**src/rtl/mode_seq_pkg.sv**
```systemverilog
// Shared types and constants for the mode step sequencer.
// Holds the state encoding and the mode to terminal-count table.
package mode_seq_pkg;

    localparam int MODE_W = 3;
    localparam int CNT_W  = 5;

    typedef enum logic [1:0] {
        IDLE,
        LOAD,
        RUN,
        DONE
    } state_t;

    // Terminal count per mode; unlisted modes run zero steps.
    function automatic logic [CNT_W-1:0] mode_to_max_num(
        input logic [MODE_W-1:0] mode
    );
        logic [CNT_W-1:0] n;
        case (mode)
            3'd1:    n = 5'd6;
            3'd3:    n = 5'd11;
            3'd4:    n = 5'd6;
            3'd5:    n = 5'd16;
            default: n = 5'd0;
        endcase
        return n;
    endfunction

endpackage

```
**src/rtl/mode_step_sequencer_step_counter.sv**
```systemverilog
// Step counter with clear, enable and a terminal-reached flag.
// last is only meaningful for a non-zero terminal value.
module step_counter
    import mode_seq_pkg::*;
(
    input  logic             clk,
    input  logic             rst_n,
    input  logic             clear,
    input  logic             enable,
    input  logic [CNT_W-1:0] terminal,
    output logic [CNT_W-1:0] count,
    output logic             last
);

    assign last = (terminal != '0) &&
                  (count == terminal - CNT_W'(1));

    // Count register: clear wins over enable.
    always_ff @(posedge clk) begin
        if (!rst_n) begin
            count <= '0;
        end else if (clear) begin
            count <= '0;
        end else if (enable) begin
            count <= count + CNT_W'(1);
        end
    end

endmodule

```
**src/rtl/mode_step_sequencer.sv**
```systemverilog
// Accepts a mode, runs a tick-driven step count to its terminal
// value and pulses done; optional auto-repeat of the same mode.
module mode_step_sequencer
    import mode_seq_pkg::*;
#(
    parameter int AUTO_REPEAT = 0
) (
    input  logic              clk,
    input  logic              rst_n,
    input  logic [MODE_W-1:0] mode_in,
    input  logic              mode_valid,
    output logic              mode_ready,
    input  logic              tick,
    input  logic              abort,
    output logic [MODE_W-1:0] cur_mode,
    output logic [CNT_W-1:0]  max_num,
    output logic [CNT_W-1:0]  count,
    output logic              busy,
    output logic              done
);

    state_t state;
    state_t nxt;
    logic   cnt_clear;
    logic   cnt_en;
    logic   latch;
    logic   last;

    // State register.
    always_ff @(posedge clk) begin
        if (!rst_n) begin
            state <= IDLE;
        end else begin
            state <= nxt;
        end
    end

    // Next state and counter controls; abort overrides everything.
    always_comb begin
        nxt       = state;
        cnt_clear = 1'b0;
        cnt_en    = 1'b0;
        latch     = 1'b0;
        if (abort) begin
            nxt       = IDLE;
            cnt_clear = 1'b1;
        end else begin
            unique case (state)
                IDLE: begin
                    if (mode_valid) begin
                        nxt   = LOAD;
                        latch = 1'b1;
                    end
                end
                LOAD: begin
                    cnt_clear = 1'b1;
                    nxt = (max_num == '0) ? DONE : RUN;
                end
                RUN: begin
                    if (tick) begin
                        if (last) begin
                            nxt = DONE;
                        end else begin
                            cnt_en = 1'b1;
                        end
                    end
                end
                DONE: begin
                    nxt = (AUTO_REPEAT != 0) ? LOAD : IDLE;
                end
                default: nxt = IDLE;
            endcase
        end
    end

    // Mode and its terminal count are captured on accept only.
    always_ff @(posedge clk) begin
        if (!rst_n) begin
            cur_mode <= '0;
            max_num  <= '0;
        end else if (latch) begin
            cur_mode <= mode_in;
            max_num  <= mode_to_max_num(mode_in);
        end
    end

    step_counter u_cnt (
        .clk      (clk),
        .rst_n    (rst_n),
        .clear    (cnt_clear),
        .enable   (cnt_en),
        .terminal (max_num),
        .count    (count),
        .last     (last)
    );

    assign mode_ready = (state == IDLE);
    assign busy       = (state == LOAD) || (state == RUN);
    assign done       = (state == DONE);

endmodule

```
**config.mk**
```make
export PLATFORM = sky130hd
export DESIGN_NAME = mode_step_sequencer
export DESIGN_NICKNAME = d
export VERILOG_FILES = /design/src/rtl/mode_seq_pkg.sv /design/src/rtl/mode_step_sequencer_step_counter.sv /design/src/rtl/mode_step_sequencer.sv
export SDC_FILE = /design/constraint.sdc
export NUM_CORES = 1
export LEC_CHECK = 0
export ABC_AREA = 1
export ABC_CLOCK_PERIOD_IN_PS = 4800
export BUFFER_PORTS_ARGS = -buffer_cell sky130_fd_sc_hd__buf_2
export CAP_MARGIN = 10
export CORE_MARGIN = 5
export CORE_UTILIZATION = 54
export DETAILED_ROUTE_END_ITERATION = 10
export GPL_TIMING_DRIVEN = 0
export HOLD_SLACK_MARGIN = 0.02
export PLACE_DENSITY = 0.82
export SYNTH_ARGS = -nofsm -noshare
export SYNTH_HDL_FRONTEND = slang
export SYNTH_HIERARCHICAL = 1
export SYNTH_SLANG_ARGS = --single-unit
```
**constraint.sdc**
```tcl
create_clock -name clk -period 4.8 [get_ports clk]
set_input_delay 0.48 -clock clk [delete_from_list [all_inputs] [get_ports clk]]
set_output_delay 0.48 -clock clk [all_outputs]
set_load 0.005 [all_outputs]
```
==> out/metrics.csv, run 1 <==
metric,value,unit
die width,50.1,um
ANT cells,0,
vias per cell,5.10,
"Gates resized, CTS repair",0,
Worst-path clk slew,90,ps
crit path kind,register to register,
power per cell area,258,mW/mm^2
Clock Tree Root,clkbuf_4,
f_max,412,MHz
Final Cycle Share,50.5,%
Rel. slew slack,56.7,%
IO Pins,24,
core area,0.00152,sq mm
post-CTS setup buffer count,0,
Max Cap Viol,0,
Mapped Cells,133,
share of layout cells above drive strength 1,21.3,%
final net count,176,
RSZ-0062 raised after global routing,false,
Yosys Warn Count,6,
Final setup viols,0,
total track usage,15.6,%
sequential area share after synthesis,32.2,%
Setup TNS Final,0,ps
H-tree Lvls,1,
"Hold Violations, Final",0,
Design Power,0.000269,W
critical path required time,5010,ps
critical path endpoint category,register,
fin. max-slew vios,0,
leak pwr,0.569,nW
Worst EP arrival,2640,ps
crit-path max FO,10,
drt first-iter violations,24,
port buffer count,23,
Routed Antenna Nets,0,
Synth Cell Area,870,sq um
RD Place Congestion,0.772,
synthesized flop and latch total,14,
vias in the first global route,756,
dpl cells,172,
Final min period,2430,ps
Site Rows,14,
CTS tree,done,
syn_nets,148,
Max Buffers Root-to-Sink,2,
number of CTS-inserted buffers,3,
startpoint types,register,
Clock Skews,5.52,ps
Post-Syn Area per Cell,6.54,sq um
Worst Hold Class,input pin to register,
Worst-Skew Late Latency,290,ps
Worst Max-Slew Pin Slew,645,ps
synth-to-layout area growth,19.7,%
status,finished clean,
sinks on the clock net,14,
"Distinct cells, synth",19,
Initial Utilization,57.1,%
wire length of the first global-routing pass,3.15,mm
Remaining DRCs,0,
Max VDD drop,0.151,mV
GR Overflow Total,0,
pin count of the biggest net entering global routing,11,
die height,50.1,um
HPWL Detailed,1.50,mm
initial antenna violation count,0,
area of the die,0.00251,sq mm
average routed wire per standard cell,10.8,um
Hold Buf Count CTS,0,
DR pass1 iterations,4,
WL final,1.91,mm
vias,898,
final std cells w/o fill,176,
kinds of logic after synthesis:
| kind of cell | after synthesis | synth area share, % |
|---|---|---|
| AND/OR/NAND/NOR | 61 | 30.2 |
| buffers and inverters | 28 | 12.5 |
| AO/OA/AOI/OAI | 21 | 12.9 |
| flip-flops | 14 | 32.2 |
| adder cells (fa/ha/maj) | 7 | 10.1 |
| XOR/XNOR | 2 | 2.01 |
flip-flops by register name, summed over array words and instances, names as in the netlist:
register,flops
cur_mode,3
state,2
u_cnt/count,5
max_num,4
cells in the mapped netlist:
library cell / n / area share [%]
inv_1: 25 / 11
nand2_1: 22 / 9.5
nor2_1: 20 / 8.6
dfxtp_1: 14 / 32
a21oi_1: 11 / 6.3
nand3_1: 9 / 5.2
ha_1: 7 / 10
o21ai_0: 7 / 4.0
nor3_1: 5 / 2.9
a211oi_1: 2 / 1.7
inv_2: 2 / 0.86
nor2_2: 2 / 1.4
buf_4: 1 / 0.86
nand2b_1: 1 / 0.72
nand3_2: 1 / 1.2
o21a_1: 1 / 0.86
or2_2: 1 / 0.72
xnor2_1: 1 / 1.0
xor2_1: 1 / 1.0
placed cells by master (no fill, tap or decap), drive strengths merged:
cell type | synthesis | layout
nor3 | 5 | 5
o21ai | 7 | 7
ha | 7 | 7
xor2 | 1 | 1
xnor2 | 1 | 1
clkbuf | 0 | 4
or2 | 1 | 1
nor2 | 22 | 22
a211oi | 2 | 2
inv | 27 | 27
nand3 | 10 | 10
dfxtp | 14 | 14
nand2 | 22 | 22
a21oi | 11 | 11
nand2b | 1 | 1
buf | 1 | 24
o21a | 1 | 1
report_power, final:
part	leakage [nW]	switching [W]	internal (W)
clock network	0.0210	0.0000406	0.0000462
logic	0.434	0.0000316	0.0000234
registers	0.114	0.00000564	0.000121
cell type report:
cell class	instances	area [sq um]
Timing Repair Buffer	23	115
Sequential cell	14	280
Multi-Input combinational cell	91	480
Inverter	27	101
Buffer	1	7.51
Clock buffer	4	36.3
Fill cell	151	483
Tap cell	16	20.0
layer usage:
layer / global-route usage [%] / part of all wire, % / up-vias
li1: - / - / 472
met1: 19.4 / 47 / 404
met2: 26.4 / 45 / 20
met3: 2.66 / 7.1 / 2
met4: 6.55 / 0.79 / 0
met5: 0 / 0 / -
worst max-delay path, cell delays in order, from the launching register on:
cell and delay, ps:
dfxtp_1 530, inv_1 100, ha_1 250, inv_1 60, nand2_1 60, nand2_1 70, nand2_1 50, nand2_1 50
nor2_1 40, nand2_1 60, nor2_2 50, nor3_1 540, nand3_1 180, inv_1 110, a21oi_1 60, nor3_1 130
final timing paths:
check	slack, ps	to	from	cells after the start
max	2370	u_cnt/count[4]$_SDFFE_PP0P_	max_num[3]$_SDFFE_PN0P_	15
min	470	cur_mode[1]$_SDFFE_PN0P_	rst_n	3
max reg2reg	2370	u_cnt/count[4]$_SDFFE_PP0P_	max_num[3]$_SDFFE_PN0P_	15
min reg2reg	500	cur_mode[2]$_SDFFE_PN0P_	cur_mode[2]$_SDFFE_PN0P_	2
per-stage QoR:
| step | utilization, % | setup WS [ps] | instance area, sq um | hold WS (ps) |
|---|---|---|---|---|
| 6_report | 68.3 | 2370 | 1040 | 467 |
| 2_1_floorplan | - | 2720 | 870 | 480 |
| 3_5_place_dp | 65.9 | 2440 | 1000 | 488 |
| 3_3_place_gp | 65.9 | 2510 | 1000 | 481 |
| 4_1_cts | 68.3 | 2400 | 1040 | 459 |
| 5_1_grt | 68.3 | 2090 | 1040 | 473 |
(Power assumes the default switching activity.)
==> run 2, diff against run 1 <==
--- a/config.mk
+++ b/config.mk
@@ -5,16 +5,16 @@
 export SDC_FILE = /design/constraint.sdc
 export NUM_CORES = 1
 export LEC_CHECK = 0
-export ABC_AREA = 1
-export ABC_CLOCK_PERIOD_IN_PS = 4800
+export ABC_AREA = 0
+export ABC_CLOCK_PERIOD_IN_PS = 2300
 export BUFFER_PORTS_ARGS = -buffer_cell sky130_fd_sc_hd__buf_2
 export CAP_MARGIN = 10
 export CORE_MARGIN = 5
-export CORE_UTILIZATION = 54
+export CORE_UTILIZATION = 50
 export DETAILED_ROUTE_END_ITERATION = 10
 export GPL_TIMING_DRIVEN = 0
 export HOLD_SLACK_MARGIN = 0.02
-export PLACE_DENSITY = 0.82
+export PLACE_DENSITY = 0.77
 export SYNTH_ARGS = -nofsm -noshare
 export SYNTH_HDL_FRONTEND = slang
 export SYNTH_HIERARCHICAL = 1
==> constraint.sdc (replaced) <==
create_clock -name clk -period 2.3 [get_ports clk]
set_input_delay 0.23 -clock clk [delete_from_list [all_inputs] [get_ports clk]]
set_output_delay 0.23 -clock clk [all_outputs]
set_load 0.005 [all_outputs]
==> out/metrics.csv, run 2 <==
metric,value,unit
status,finished clean,
WL final,1.89,mm
Synth Cell Area,853,sq um
Fillers,149,
die width,51.3,um
crit path kind,register to register,
leak pwr,0.484,nW
Synth Area in Compound Gates,12.5,%
top_reg_cell synth,dfxtp_1,
Synth Area in XOR/XNOR,11.9,%
Worst EP arrival,2370,ps
largest registers,"u_cnt/count x5, max_num x4, cur_mode x3",
Final setup viols,0,
die height,51.3,um
Worst Max-Slew Pin Slew,318,ps
post-synthesis mux area share,1.17,%
leading area contributor after synthesis,dfxtp_1,
ys async rst share,0,%
Max Cap Viol,0,
M1 GR Usage,17.6,%
Routed Antenna Nets,0,
Remaining DRCs,0,
Clock Tree Root,clkbuf_4,
"commonest non-fill, non-tap cells in the layout","24 x buf_2, 12 x dfxtp_1, 10 x nand2_1",
fin. max-slew vios,0,
Area contributors post-synth,"dfxtp_1 33%, ha_1 10%, a21boi_0 5.3%",
max FFs per register,5,
average routed wire per standard cell,13.5,um
Post-Syn Area per Cell,9.18,sq um
area of the die,0.00263,sq mm
Worst-path clk slew,90,ps
drt first-iter violations,7,
Clock Skews,6.12,ps
Yosys top cell area share,32.8,%
Adder-Cell Fraction of Synth Area,10.3,%
CTS tree,done,
synth-to-layout area growth,25.8,%
Site Rows,15,
most instantiated library cell after synthesis,dfxtp_1,
pin count of the biggest net entering global routing,10,
syn_nets,108,
IO Pins,24,
Final Cycle Share,95.6,%
number of CTS-inserted buffers,3,
Max Buffers Root-to-Sink,2,
final net count,139,
sinks on the clock net,14,
vias,759,
Finished Core Util,64.3,%
Rel. slew slack,78.8,%
crit-path max FO,5,
Simple-Gate Fraction of Synth Area,28.2,%
DR pass1 iterations,4,
HPWL Detailed,1.36,mm
ANT cells,0,
"Distinct cells, synth",34,
synthesized flop and latch total,14,
Hold Buf Count CTS,0,
RSZ-0062 raised after global routing,true,
vias in the first global route,739,
power per cell area,485,mW/mm^2
Post-synth EDFFs,0,
DP Area,990,sq um
Yosys Warn Count,6,
core area,0.00167,sq mm
total track usage,15.8,%
Final min period,2200,ps
Top reg by flops,u_cnt/count,
vias per cell,5.42,
critical path required time,2470,ps
Max VDD drop,0.392,mV
"Hold Violations, Final",0,
GR Overflow Total,0,
initial antenna violation count,0,
f_max,455,MHz
most crowded layer after global routing,met2,
startpoint types,register,
Min Hold Slack,230,ps
RD Place Congestion,0.736,
"most common cell after layout, fill and taps aside",buf_2,
Mapped Cells,93,
most frequent cells after synthesis,"14 x dfxtp_1, 10 x nand2_1, 8 x nor2_1, 7 x ha_1, 6 x a21boi_0",
share of layout cells above drive strength 1,33.3,%
H-tree Lvls,1,
Setup TNS Final,0,ps
main combinational cell family by area after synthesis,simple AND/OR/NAND/NOR gates,
Worst Hold Class,input pin to register,
wire length of the first global-routing pass,3.08,mm
critical path endpoint category,register,
Initial Utilization,51.1,%
met2 Resource Use GR,27.5,%
port buffer count,23,
final instance area,0.00107,sq mm
Worst-Skew Late Latency,280,ps
sequential area share after synthesis,32.8,%
GR Util met3,4.08,%
-- run 2: final timing paths --
| kind | from | end | slack [ps] | cells past startpoint |
|---|---|---|---|---|
| max | max_num[3]$_SDFFE_PN0P_ | u_cnt/count[3]$_SDFFE_PP0P_ | 100 | 9 |
| min | mode_in[1] | cur_mode[1]$_SDFFE_PN0P_ | 230 | 3 |
| max reg2reg | max_num[3]$_SDFFE_PN0P_ | u_cnt/count[3]$_SDFFE_PP0P_ | 100 | 9 |
| min reg2reg | cur_mode[1]$_SDFFE_PN0P_ | cur_mode[1]$_SDFFE_PN0P_ | 460 | 2 |
-- run 2: layout make-up --
type	instances	area [sq um]	area share [%]
clock buffer	4	36.3	3.38
inverter	4	15.0	1.40
timing repair buffer	26	138	12.8
tap	17	21.3	1.98
sequential	14	288	26.8
multi-input combinational	73	563	52.4
buffer	2	12.5	1.17
-- run 2: worst max-delay path, cell delays in order (launching register included) --
cell      delay (ps)
dfxtp_4          360
inv_1             50
ha_1             210
nor3b_2          180
or3_1            330
a311oi_2         350
and4bb_4         280
nand4_1          120
xor2_1           160
nor2_1            50
-- run 2: repair_timing --
item / CTS / global route
setup endpoints to repair: 6 / 6
pin swaps: 1 / 3
resized for setup: 4 / 5
buffers inserted: 0 / 3
-- run 2: report_power, final --
part / internal, W / total, W / switching, W
combinational: 0.0000430 / 0.0000881 / 0.0000451
clock: 0.0000963 / 0.000179 / 0.0000825
sequential: 0.000248 / 0.000254 / 0.00000626
total: 0.000387 / 0.000521 / 0.000134
-- run 2: cells by family after synthesis --
kind of cell / Yosys count
XOR/XNOR: 10
AND/OR/NAND/NOR: 41
multiplexers: 1
AO/OA/AOI/OAI: 14
flip-flops: 14
adder cells (fa/ha/maj): 7
buffers and inverters: 6
-- run 2: stage by stage --
| stage | worst slack (ps) | power, W | instances |
|---|---|---|---|
| floorplan | 116 | 0.000314 | 93 |
| global placement | -103 | 0.000340 | 133 |
| detailed placement | -242 | 0.000343 | 133 |
| CTS | 14.8 | 0.000524 | 137 |
| global route | -33.0 | 0.000556 | 140 |
| finish | 101 | 0.000521 | 140 |
-- run 2: layer usage --
metal,share of wire (%),vias up
li1,-,385
met1,45,355
met2,49,17
met3,5.2,2
met4,0.79,0
met5,0,-
